### src/rtl/offset_mixer_pkg.sv
`default_nettype none
// ============================================================================
// Module      : offset_mixer_pkg
// Description : Shared types and constants for the offset_mixer quad-motor
//               mixer: FSM state encoding, per-motor sign table and the
//               throttle band thresholds/increments used to form the base.
// Revision    : 1.0 - initial release
// ============================================================================
package offset_mixer_pkg;

    // One cycle per state; the sequence is strictly linear.
    typedef enum logic [2:0] {
        ST_IDLE    = 3'd0,
        ST_CAPTURE = 3'd1,
        ST_MIX0    = 3'd2,
        ST_MIX1    = 3'd3,
        ST_MIX2    = 3'd4,
        ST_MIX3    = 3'd5,
        ST_UPDATE  = 3'd6
    } state_t;

    localparam int N_MOTORS = 4;

    // Motor sign table. Each motor owns a 3-bit field {dy, dr, dp}; a set bit
    // means that deviation is subtracted from the base, a clear bit means it
    // is added.
    //   m0 = B - dp + dr + dy  -> 3'b001
    //   m1 = B - dp - dr - dy  -> 3'b111
    //   m2 = B + dp - dr + dy  -> 3'b010
    //   m3 = B + dp + dr - dy  -> 3'b100
    localparam logic [3*N_MOTORS-1:0] MOTOR_SUB = {3'b100, 3'b010, 3'b111, 3'b001};

    // Throttle bands: inclusive upper limits and the increment applied.
    localparam int THR_LIM0 = 10;
    localparam int THR_LIM1 = 20;
    localparam int THR_LIM2 = 30;
    localparam int THR_INC0 = 2;
    localparam int THR_INC1 = 8;
    localparam int THR_INC2 = 14;
    localparam int THR_INC3 = 20;

    function automatic logic [2:0] motor_sub(input logic [1:0] k);
        return MOTOR_SUB[int'(k)*3 +: 3];
    endfunction

    function automatic int throttle_inc(input int thr);
        if (thr <= THR_LIM0)      return THR_INC0;
        else if (thr <= THR_LIM1) return THR_INC1;
        else if (thr <= THR_LIM2) return THR_INC2;
        else                      return THR_INC3;
    endfunction

endpackage
`default_nettype wire

### src/rtl/offset_mixer_sat.sv
`default_nettype none
// ============================================================================
// Module      : offset_mixer_sat
// Description : Signed four-term add followed by a clamp to [0, MAX_DUTY].
//               Shared by all four MIX states of offset_mixer.
// Ports       : i_base            signed base value (DATA_W+3 bits)
//               i_dp, i_dr, i_dy  signed stick deviations (DATA_W+3 bits)
//               i_sub             {dy,dr,dp} subtract selects (1 = subtract)
//               o_duty            clamped duty (DATA_W bits)
// Revision    : 1.0 - initial release
// ============================================================================
module offset_mixer_sat
    import offset_mixer_pkg::*;
#(
    parameter int DATA_W   = 8,
    parameter int MAX_DUTY = 100
) (
    input  logic signed [DATA_W+2:0] i_base,
    input  logic signed [DATA_W+2:0] i_dp,
    input  logic signed [DATA_W+2:0] i_dr,
    input  logic signed [DATA_W+2:0] i_dy,
    input  logic        [2:0]        i_sub,
    output logic        [DATA_W-1:0] o_duty
);

    localparam int SW = DATA_W + 3;
    localparam logic signed [SW-1:0] c_max_v = SW'(MAX_DUTY);

    logic signed [SW-1:0] w_tp;
    logic signed [SW-1:0] w_tr;
    logic signed [SW-1:0] w_ty;
    logic signed [SW-1:0] w_sum;

    always_comb begin
        w_tp  = i_sub[0] ? -i_dp : i_dp;
        w_tr  = i_sub[1] ? -i_dr : i_dr;
        w_ty  = i_sub[2] ? -i_dy : i_dy;
        // Three extra bits of headroom keep this sum from wrapping.
        w_sum = i_base + w_tp + w_tr + w_ty;

        if (w_sum < 0)
            o_duty = '0;
        else if (w_sum > c_max_v)
            o_duty = DATA_W'(MAX_DUTY);
        else
            o_duty = w_sum[DATA_W-1:0];
    end

endmodule
`default_nettype wire

### src/rtl/offset_mixer.sv
`default_nettype none
// ============================================================================
// Module      : offset_mixer
// Description : Quad-motor stick mixer. Captures a stick sample, forms a
//               banded base from throttle plus signed pitch/roll/yaw
//               deviations, mixes one motor per cycle through a shared
//               add/clamp unit and publishes all four duties at once.
//               Optional build macro SLEW_LIMIT_EN limits each lane's
//               per-update change to +/-SLEW_STEP (disarm bypasses it).
// Ports       : clk         clock, rising edge
//               rst_n       asynchronous active-low reset
//               in_valid    stick sample valid
//               in_ready    high in IDLE only
//               throttle, pitch, roll, yaw  unsigned stick values
//               armed       motors enabled when high
//               motor_duty  lane k at [k*DATA_W +: DATA_W]
//               out_valid   one-cycle pulse when motor_duty updates
// Revision    : 1.0 - initial release
// ============================================================================
module offset_mixer
    import offset_mixer_pkg::*;
#(
    parameter int DATA_W    = 8,
    parameter int CENTER    = 20,
    parameter int MAX_DUTY  = 100,
    parameter int SLEW_STEP = 4
) (
    input  logic                  clk,
    input  logic                  rst_n,
    input  logic                  in_valid,
    output logic                  in_ready,
    input  logic [DATA_W-1:0]     throttle,
    input  logic [DATA_W-1:0]     pitch,
    input  logic [DATA_W-1:0]     roll,
    input  logic [DATA_W-1:0]     yaw,
    input  logic                  armed,
    output logic [4*DATA_W-1:0]   motor_duty,
    output logic                  out_valid
);

    localparam int SW = DATA_W + 3;

    // ------------------------------------------------------------------
    // FSM
    // ------------------------------------------------------------------
    state_t state_q;
    state_t state_d;

    logic       w_take;
    logic       w_cap_en;
    logic       w_mix_en;
    logic [1:0] w_mix_idx;
    logic       w_upd_en;

    always_ff @(posedge clk or negedge rst_n) begin
        if (!rst_n) state_q <= ST_IDLE;
        else        state_q <= state_d;
    end

    always_comb begin
        state_d = state_q;
        case (state_q)
            ST_IDLE:    if (in_valid) state_d = ST_CAPTURE;
            ST_CAPTURE: state_d = ST_MIX0;
            ST_MIX0:    state_d = ST_MIX1;
            ST_MIX1:    state_d = ST_MIX2;
            ST_MIX2:    state_d = ST_MIX3;
            ST_MIX3:    state_d = ST_UPDATE;
            ST_UPDATE:  state_d = ST_IDLE;
            default:    state_d = ST_IDLE;
        endcase
    end

    always_comb begin
        in_ready  = 1'b0;
        w_cap_en  = 1'b0;
        w_mix_en  = 1'b0;
        w_mix_idx = 2'd0;
        w_upd_en  = 1'b0;
        case (state_q)
            ST_IDLE:    in_ready = 1'b1;
            ST_CAPTURE: w_cap_en = 1'b1;
            ST_MIX0:    begin w_mix_en = 1'b1; w_mix_idx = 2'd0; end
            ST_MIX1:    begin w_mix_en = 1'b1; w_mix_idx = 2'd1; end
            ST_MIX2:    begin w_mix_en = 1'b1; w_mix_idx = 2'd2; end
            ST_MIX3:    begin w_mix_en = 1'b1; w_mix_idx = 2'd3; end
            ST_UPDATE:  w_upd_en = 1'b1;
            default:    ;
        endcase
    end

    assign w_take = in_valid && in_ready;

    // ------------------------------------------------------------------
    // Sample capture (only on the transfer edge, so later input changes
    // cannot leak into the result)
    // ------------------------------------------------------------------
    logic [DATA_W-1:0] thr_q, thr_d;
    logic [DATA_W-1:0] pitch_q, pitch_d;
    logic [DATA_W-1:0] roll_q, roll_d;
    logic [DATA_W-1:0] yaw_q, yaw_d;
    logic              armed_q, armed_d;

    always_comb begin
        thr_d   = thr_q;
        pitch_d = pitch_q;
        roll_d  = roll_q;
        yaw_d   = yaw_q;
        armed_d = armed_q;
        if (w_take) begin
            thr_d   = throttle;
            pitch_d = pitch;
            roll_d  = roll;
            yaw_d   = yaw;
            armed_d = armed;
        end
    end

    // ------------------------------------------------------------------
    // Base and deviations, formed in CAPTURE
    // ------------------------------------------------------------------
    logic signed [SW-1:0] base_q, base_d;
    logic signed [SW-1:0] dp_q, dp_d;
    logic signed [SW-1:0] dr_q, dr_d;
    logic signed [SW-1:0] dy_q, dy_d;

    always_comb begin
        base_d = base_q;
        dp_d   = dp_q;
        dr_d   = dr_q;
        dy_d   = dy_q;
        if (w_cap_en) begin
            base_d = $signed({3'b000, thr_q})   + SW'(throttle_inc(int'(thr_q)));
            dp_d   = $signed({3'b000, pitch_q}) - SW'(CENTER);
            dr_d   = $signed({3'b000, roll_q})  - SW'(CENTER);
            dy_d   = $signed({3'b000, yaw_q})   - SW'(CENTER);
        end
    end

    // ------------------------------------------------------------------
    // Mixing: one motor per MIX state through the shared add/clamp unit
    // ------------------------------------------------------------------
    logic [DATA_W-1:0]   w_sat_duty;
    logic [4*DATA_W-1:0] mix_q, mix_d;

    offset_mixer_sat #(
        .DATA_W   (DATA_W),
        .MAX_DUTY (MAX_DUTY)
    ) u_sat (
        .i_base (base_q),
        .i_dp   (dp_q),
        .i_dr   (dr_q),
        .i_dy   (dy_q),
        .i_sub  (motor_sub(w_mix_idx)),
        .o_duty (w_sat_duty)
    );

    always_comb begin
        mix_d = mix_q;
        if (w_mix_en)
            mix_d[int'(w_mix_idx)*DATA_W +: DATA_W] = w_sat_duty;
    end

    // ------------------------------------------------------------------
    // Lane update
    // ------------------------------------------------------------------
    wire [4*DATA_W-1:0] w_new_duty;

    for (genvar k = 0; k < N_MOTORS; k++) begin : g_lane
`ifdef SLEW_LIMIT_EN
        localparam logic [DATA_W-1:0] c_step = DATA_W'(SLEW_STEP);
        logic [DATA_W-1:0] w_prev;
        logic [DATA_W-1:0] w_tgt;
        logic [DATA_W-1:0] w_lane;

        assign w_prev = motor_duty[k*DATA_W +: DATA_W];
        assign w_tgt  = mix_q[k*DATA_W +: DATA_W];

        // Differences are taken larger-minus-smaller so they never wrap.
        always_comb begin
            w_lane = w_tgt;
            if (w_tgt > w_prev) begin
                if ((w_tgt - w_prev) > c_step) w_lane = w_prev + c_step;
            end else if ((w_prev - w_tgt) > c_step) begin
                w_lane = w_prev - c_step;
            end
        end

        assign w_new_duty[k*DATA_W +: DATA_W] = w_lane;
`else
        assign w_new_duty[k*DATA_W +: DATA_W] = mix_q[k*DATA_W +: DATA_W];
`endif
    end

    logic [4*DATA_W-1:0] duty_q, duty_d;
    logic                out_valid_q, out_valid_d;

    // Disarm bypasses any slew limiting and zeroes every lane at once.
    always_comb begin
        duty_d      = duty_q;
        out_valid_d = w_upd_en;
        if (w_upd_en)
            duty_d = armed_q ? w_new_duty : '0;
    end

    assign motor_duty = duty_q;
    assign out_valid  = out_valid_q;

    // ------------------------------------------------------------------
    // Datapath registers
    // ------------------------------------------------------------------
    always_ff @(posedge clk or negedge rst_n) begin
        if (!rst_n) begin
            thr_q       <= '0;
            pitch_q     <= '0;
            roll_q      <= '0;
            yaw_q       <= '0;
            armed_q     <= 1'b0;
            base_q      <= '0;
            dp_q        <= '0;
            dr_q        <= '0;
            dy_q        <= '0;
            mix_q       <= '0;
            duty_q      <= '0;
            out_valid_q <= 1'b0;
        end else begin
            thr_q       <= thr_d;
            pitch_q     <= pitch_d;
            roll_q      <= roll_d;
            yaw_q       <= yaw_d;
            armed_q     <= armed_d;
            base_q      <= base_d;
            dp_q        <= dp_d;
            dr_q        <= dr_d;
            dy_q        <= dy_d;
            mix_q       <= mix_d;
            duty_q      <= duty_d;
            out_valid_q <= out_valid_d;
        end
    end

endmodule
`default_nettype wire

### config.mk
export PLATFORM = sky130hd
export DESIGN_NAME = offset_mixer
export DESIGN_NICKNAME = d
export VERILOG_FILES = /design/src/rtl/offset_mixer_pkg.sv /design/src/rtl/offset_mixer_sat.sv /design/src/rtl/offset_mixer.sv
export SDC_FILE = /design/constraint.sdc
export NUM_CORES = 1
export LEC_CHECK = 0
export ABC_AREA = 1
export CORE_UTILIZATION = 45
export DETAILED_ROUTE_END_ITERATION = 10
export GPL_TIMING_DRIVEN = 1
export HOLD_SLACK_MARGIN = 0.02
export PLACE_DENSITY = 0.68
export SLEW_MARGIN = 20
export SYNTH_ARGS = -nofsm -noshare
export SYNTH_HDL_FRONTEND = slang
export SYNTH_SLANG_ARGS = --single-unit
### constraint.sdc
create_clock -name clk -period 7.9 [get_ports clk]
set_clock_uncertainty 0.2 [all_clocks]
set_input_delay 1.975 -clock clk [delete_from_list [all_inputs] [get_ports clk]]
set_output_delay 1.975 -clock clk [all_outputs]
set_load 0.01 [all_outputs]
# After elaboration in Yosys (flattened, before gate mapping)
# Cells that the tools add are included.
dict set report classes {
  multipliers 1
  shift 3
  n_lt_le_gt_ge 5
  n_addsub 11
  eq_ne 7
  reduce_logical 3
  mux 18
}
# cell count
set ops {}
lappend ops {{$mux W11} 4}
lappend ops {{$add A11 B11 Y11} 3}
lappend ops {{$neg A11 Y11} 3}
lappend ops {{$neg A5 Y33} 1}
lappend ops {{$shift A8 B33 Y32 const A} 1}
lappend ops {{$shiftx A8 B33 Y32} 1}
lappend ops {{$bwmux W32} 1}
lappend ops {{$mux W32} 1}
lappend ops {{$sub A8 B5 Y9 const B} 3}
lappend ops {{$pmux W3 S6} 1}
lappend ops {{$le A8 B5 Y1 const B} 2}
lappend ops {{$mux W8} 2}
lappend ops {{$mux W5} 3}
lappend ops {{$shiftx A12 B5 Y3 const A} 1}
lappend ops {{$add A9 B11 Y11} 1}
lappend ops {{$gt A11 B8 Y1 const B} 1}
lappend ops {{$lt A11 B1 Y1 const B} 1}
lappend ops {{$eq A3 B3 Y1 const B} 3}
lappend ops {{$le A8 B4 Y1 const B} 1}
lappend ops {{$eq A3 B2 Y1 const B} 2}
lappend ops {{$pmux W2 S3} 1}
lappend ops {{$mul A2 B2 Y4 const B} 1}
lappend ops {{$mux W1} 4}
lappend ops {{$reduce_or A4 Y1} 1}
lappend ops {{other kinds (5)} 5}
dict set report word_totals {
  out_inout_bits 34
  in_bits 36
  regBits 145
  wordCells 61
}

# Depth between registers and ports, before layout
dict set report depth {
  ltp_word 13
  depth_mapped 31
  ltp_nobuf 29
}

# By module
# Synthesis repeated with hierarchy kept, for this count alone.
dict set report unflattened {
  hier_cells 966
  hier_area_um2 7928.9
}
# module instances cells_per_inst seq_area_each_um2 area_per_inst_um2
set modules_own_cells {}
lappend modules_own_cells {offset_mixer 1 651 3428.3 5948.2}
lappend modules_own_cells {offset_mixer_sat 1 315 0.0 1980.6}

# Worst setup path before layout
# No wires, ideal clock.
dict set report synth_timing {
  kind {reg-to-reg}
  from {reg state_q[0]}
  to {reg mix_q[11]}
  slack_ps 3074
  path_buffers 2
  period_less_slack_ps 4826
  stages_incl_launch_ff 28
  setup_ps 66
  required_ps 7634
  arrival_ps 4561
  cell_sequence {dfrtp_1 > buf_6 > inv_2 > nor2_4 > nand2_8 > nand2_8 > inv_1 > ha_1 > clkbuf_1 > inv_1 > nor2_1 > xor2_1 > fa_1 > inv_1 > fa_1 > inv_1 > ha_1 > a21oi_2 > nand2_1 > xnor2_1 > a21oi_1 > nand2_1 > nand3_1 > nor2_4 > nand3_4 > nor2_4 > nand4_1 > nand2_1}
}
dict set report synth_via {
  elab_chain_cells 13
  word_cells_on_any_way 23
  cone_classes {add/sub (4); mul (1); order compare (2); eq/ne (4); shift (3); mux (8); reduce/logical (1)}
}
# item line
set synth_lines {}
lappend synth_lines {{start: declaration} offset_mixer.sv:46} ;# state_t state_q;
lappend synth_lines {{start signal: assignment} offset_mixer.sv:57} ;# else state_q <= state_d;
lappend synth_lines {{$eq A3 B3 Y1 / $eq A3 B2 Y1 (equally long branches)} offset_mixer.sv:80} ;# case (state_q)
lappend synth_lines {{$pmux W2 S3} offset_mixer.sv:80}
lappend synth_lines {{$mul A2 B2 Y4} offset_mixer_pkg.sv:43} ;# return MOTOR_SUB[int'(k)*3 +: 3];
lappend synth_lines {{$shiftx A12 B5 Y3} offset_mixer_pkg.sv:43}
lappend synth_lines {{$mux W11} offset_mixer_sat.sv:35} ;# w_tp = i_sub[0] ? -i_dp : i_dp;
lappend synth_lines {{$add A11 B11 Y11 (3 in series)} offset_mixer_sat.sv:39} ;# w_sum = i_base + w_tp + w_tr + w_ty;
lappend synth_lines {{$gt A11 B8 Y1} offset_mixer_sat.sv:43} ;# else if (w_sum > c_max_v)
lappend synth_lines {{$mux W8} offset_mixer_sat.sv:43}
lappend synth_lines {{$mux W8} offset_mixer_sat.sv:41} ;# if (w_sum < 0)
lappend synth_lines {{$shiftx A8 B33 Y32} offset_mixer.sv:161} ;# mix_d[int'(w_mix_idx)*DATA_W +: DATA_W] = w_sat_duty;
lappend synth_lines {{$bwmux W32} offset_mixer.sv:161}
lappend synth_lines {{end signal: assignment} offset_mixer.sv:236} ;# mix_q <= mix_d;
lappend synth_lines {{end: declaration} offset_mixer.sv:144} ;# logic [4*DATA_W-1:0] mix_q, mix_d;
# Several ways; a longest one is shown, not always the timed one.
# A chain may end at the register's enable or synchronous reset.

# Worst setup path in the final report
dict set report layout_timing {
  from {reg state_q[0]}
  to {reg mix_q[27]}
}
# Same word-level chain as after synthesis.

==> summary.md <==
| Metric | Value |
|---|---|
| Status | finished, violations left |
| Failing checks | design-rule violations |
| P&R area growth vs syn | 19.6% |
| Syn Inst Count | 894 |
| Drt pass-1 iters | 10 |
| Starting Density | 0.460 |
| Die Footprint | 17400 µm² |
| Most frequent cells in the layout | 208 x nand2_1, 137 x dfrtp_1, 116 x inv_1 |
| Fmax | 177 MHz |
| Met1 Wirelength | 7.42 mm |
| Clock Path Buffers | 2 |
| IO Port Bufs | 69 |
| Largest net degree at the start of global routing | 89 |
| Most common cell after layout, fill and taps aside | nand2_1 |
| Synth unique cells | 42 |
| Drt total wl | 16.2 mm |
| Critical Path Fanout Max | 36 |
| Setup Crit Path Kind | register to register |
| Diodes inserted | 0 |
| Seq/Total Area, Yosys | 0.451 |
| Yosys warnings | 0 |
| Met2 wire length | 8.03 mm |
| Setup crit end kind | register |
| Syn avg cell area | 8.50 µm² |
| Final setup violation count | 0 |
| HP Class | register to register |
| Setup TNS | 0 ns |
| Worst EP arrival | 5.81 ns |
| Max_cap viols | 0 |
| First-pass GRT wire length | 27.9 mm |
| Total track usage | 0.202 |
| Post-Syn Area | 7600 µm² |
| Met3 WL | 523 µm |
| Slew at the pin closest to its max-slew limit | 1.03 ns |
| Vias | 5885 |
| # nets final | 1035 |
| Number of global-route vias before repair | 5738 |
| Top Ports | 70 |
| # resized after CTS | 0 |
| Max layer used | met4 |
| Crit start category | register |
| Rows | 47 |
| RSZ-0062 raised after global routing | false |
| Min Tclk post-route | 5.66 ns |
| DRC Markers | 2 |
| Skew-Pair Late Insertion Delay | 0.42 ns |
| Max-slew violations | 0 |
| Vias per cell | 4.96 |
| Die width | 132 µm |
| Remaining Overflow, GRT | 0 |
| Number of hold buffers added after cts | 0 |
| Post-CTS Setup Bufs | 0 |
| Design area | 9090 µm² |
| Post-DP HPWL | 11.7 mm |
| Core ar. | 16500 µm² |
| CTS tree | done |
| Final RePlAce weighted congestion | 0.905 |
| Fillcell total | 1509 |
| Slew margin rel. | 0.313 |
| Worst path required time | 8.06 ns |
| Clock sinks | 137 |
| Worst-path clk slew | 0.06 ns |
| Layout cells sized above 1 | 0.0838 |
| Syn Nets | 975 |
| Post-route antenna net violation count | 0 |
| WL/cell | 13.7 µm |
| Drt initial violations | 417 |
| Hold Vio Cnt, Final | 0 |
| Final Cycle Share | 0.716 |
| Die height | 132 µm |
| Initial antenna violation count | 0 |
| TritonCTS Buffers | 17 |
| Register bit total from synthesis | 137 |
| Root buffer selected by CTS | clkbuf_16 |
| CTS H-tree lvls | 4 |
| Post-Place Cell Area | 8470 µm² |
## registers in the layout, indices dropped and copies added (netlist names), 3 cells and up
register,count
base_q,9
thr_q,8
dp_q,9
dy_q,9
motor_duty,32
roll_q,8
mix_q,32
pitch_q,8
yaw_q,8
dr_q,9
state_q,3
## metrics by stage
stage / hold slack (ns) / util / cells / worst slack, ns
floorplan: 0.237 / - / 894 / 3.07
global placement: 0.257 / 0.513 / 1155 / 2.38
detailed placement: 0.254 / 0.513 / 1155 / 2.26
CTS: 0.266 / 0.550 / 1187 / 2.25
global route: 0.295 / 0.550 / 1187 / 1.82
finish: 0.264 / 0.550 / 1187 / 2.25
## routing by layer
layer,vias up,GRT usage
met4,0,0.0672
met2,122,0.337
met5,-,0
li1,2993,-
met1,2756,0.260
met3,14,0.0427
## kinds of logic after synthesis
logic type	synth area share
and+or+nand+nor	0.229
muxes	0.0148
adders and majority gates	0.0939
buffers and inverters	0.0779
AOI/OAI and AO/OA	0.0955
xor gates and xnor gates	0.0380
DFF	0.451
## cell usage after synthesis (all sizes together)
cell type,number,share of area
nand2,216,0.11
dfrtp,137,0.45
inv,122,0.061
o21ai,80,0.053
nand3,76,0.053
nor2,62,0.040
a21oi,37,0.025
xor2,28,0.032
clkbuf,27,0.013
ha,25,0.041
fa,20,0.053
nand4,11,0.0091
mux2,10,0.015
nor3,8,0.0053
buf,5,0.0040
xnor2,5,0.0058
or2,4,0.0033
a21boi,3,0.0030
a31oi,3,0.0025
o21bai,3,0.0030
o31ai,3,0.0030
o211ai,2,0.0020
o32ai,2,0.0023
a211oi,1,0.00099
and2,1,0.00082
nand3b,1,0.00099
nor4,1,0.0016
o22ai,1,0.00082
## critical path: stages, from the launching register on
cell and delay [ns]:
dfrtp_1 0.33, buf_4 0.33, inv_2 0.11, nor2_4 0.16
nand2_8 0.11, nand2_8 0.20, inv_1 0.15, ha_1 0.55
inv_1 0.16, nor2_1 0.15, xor2_1 0.12, fa_1 0.49
inv_1 0.05, fa_1 0.52, inv_1 0.04, ha_1 0.36
a21oi_2 0.16, nand2_1 0.10, xnor2_1 0.35, a21oi_1 0.12
nand2_1 0.07, nand3_1 0.10, nor2_4 0.15, nand3_4 0.16
nor2_4 0.15, nand4_1 0.10, nand2_1 0.09
## final cells by class
class,count,area (µm²),share of cell area
clock buffers,18,429,0.0472
clock inverters,14,183,0.0201
inverters,122,460,0.0507
multi-input cells,603,3590,0.395
flip-flops and latches,137,3430,0.377
well taps,220,275,0.0303
repair buffers,73,722,0.0794
## final timing paths
path,end,depth (start not counted),startpoint,slack (ns)
worst max-delay path,mix_q[27],26,state_q[0],2.25
worst min-delay path,dy_q[9],1,yaw_q[6],0.26
worst max register to register,mix_q[27],26,state_q[0],2.25
worst min register to register,dy_q[9],1,yaw_q[6],0.26
max in group asynchronous,roll_q[0],2,rst_n,5.02
min in group asynchronous,mix_q[6],1,rst_n,1.37
Power is not shown: default switching activity piles up to over one toggle a cycle in this logic, so the estimate is an artifact.
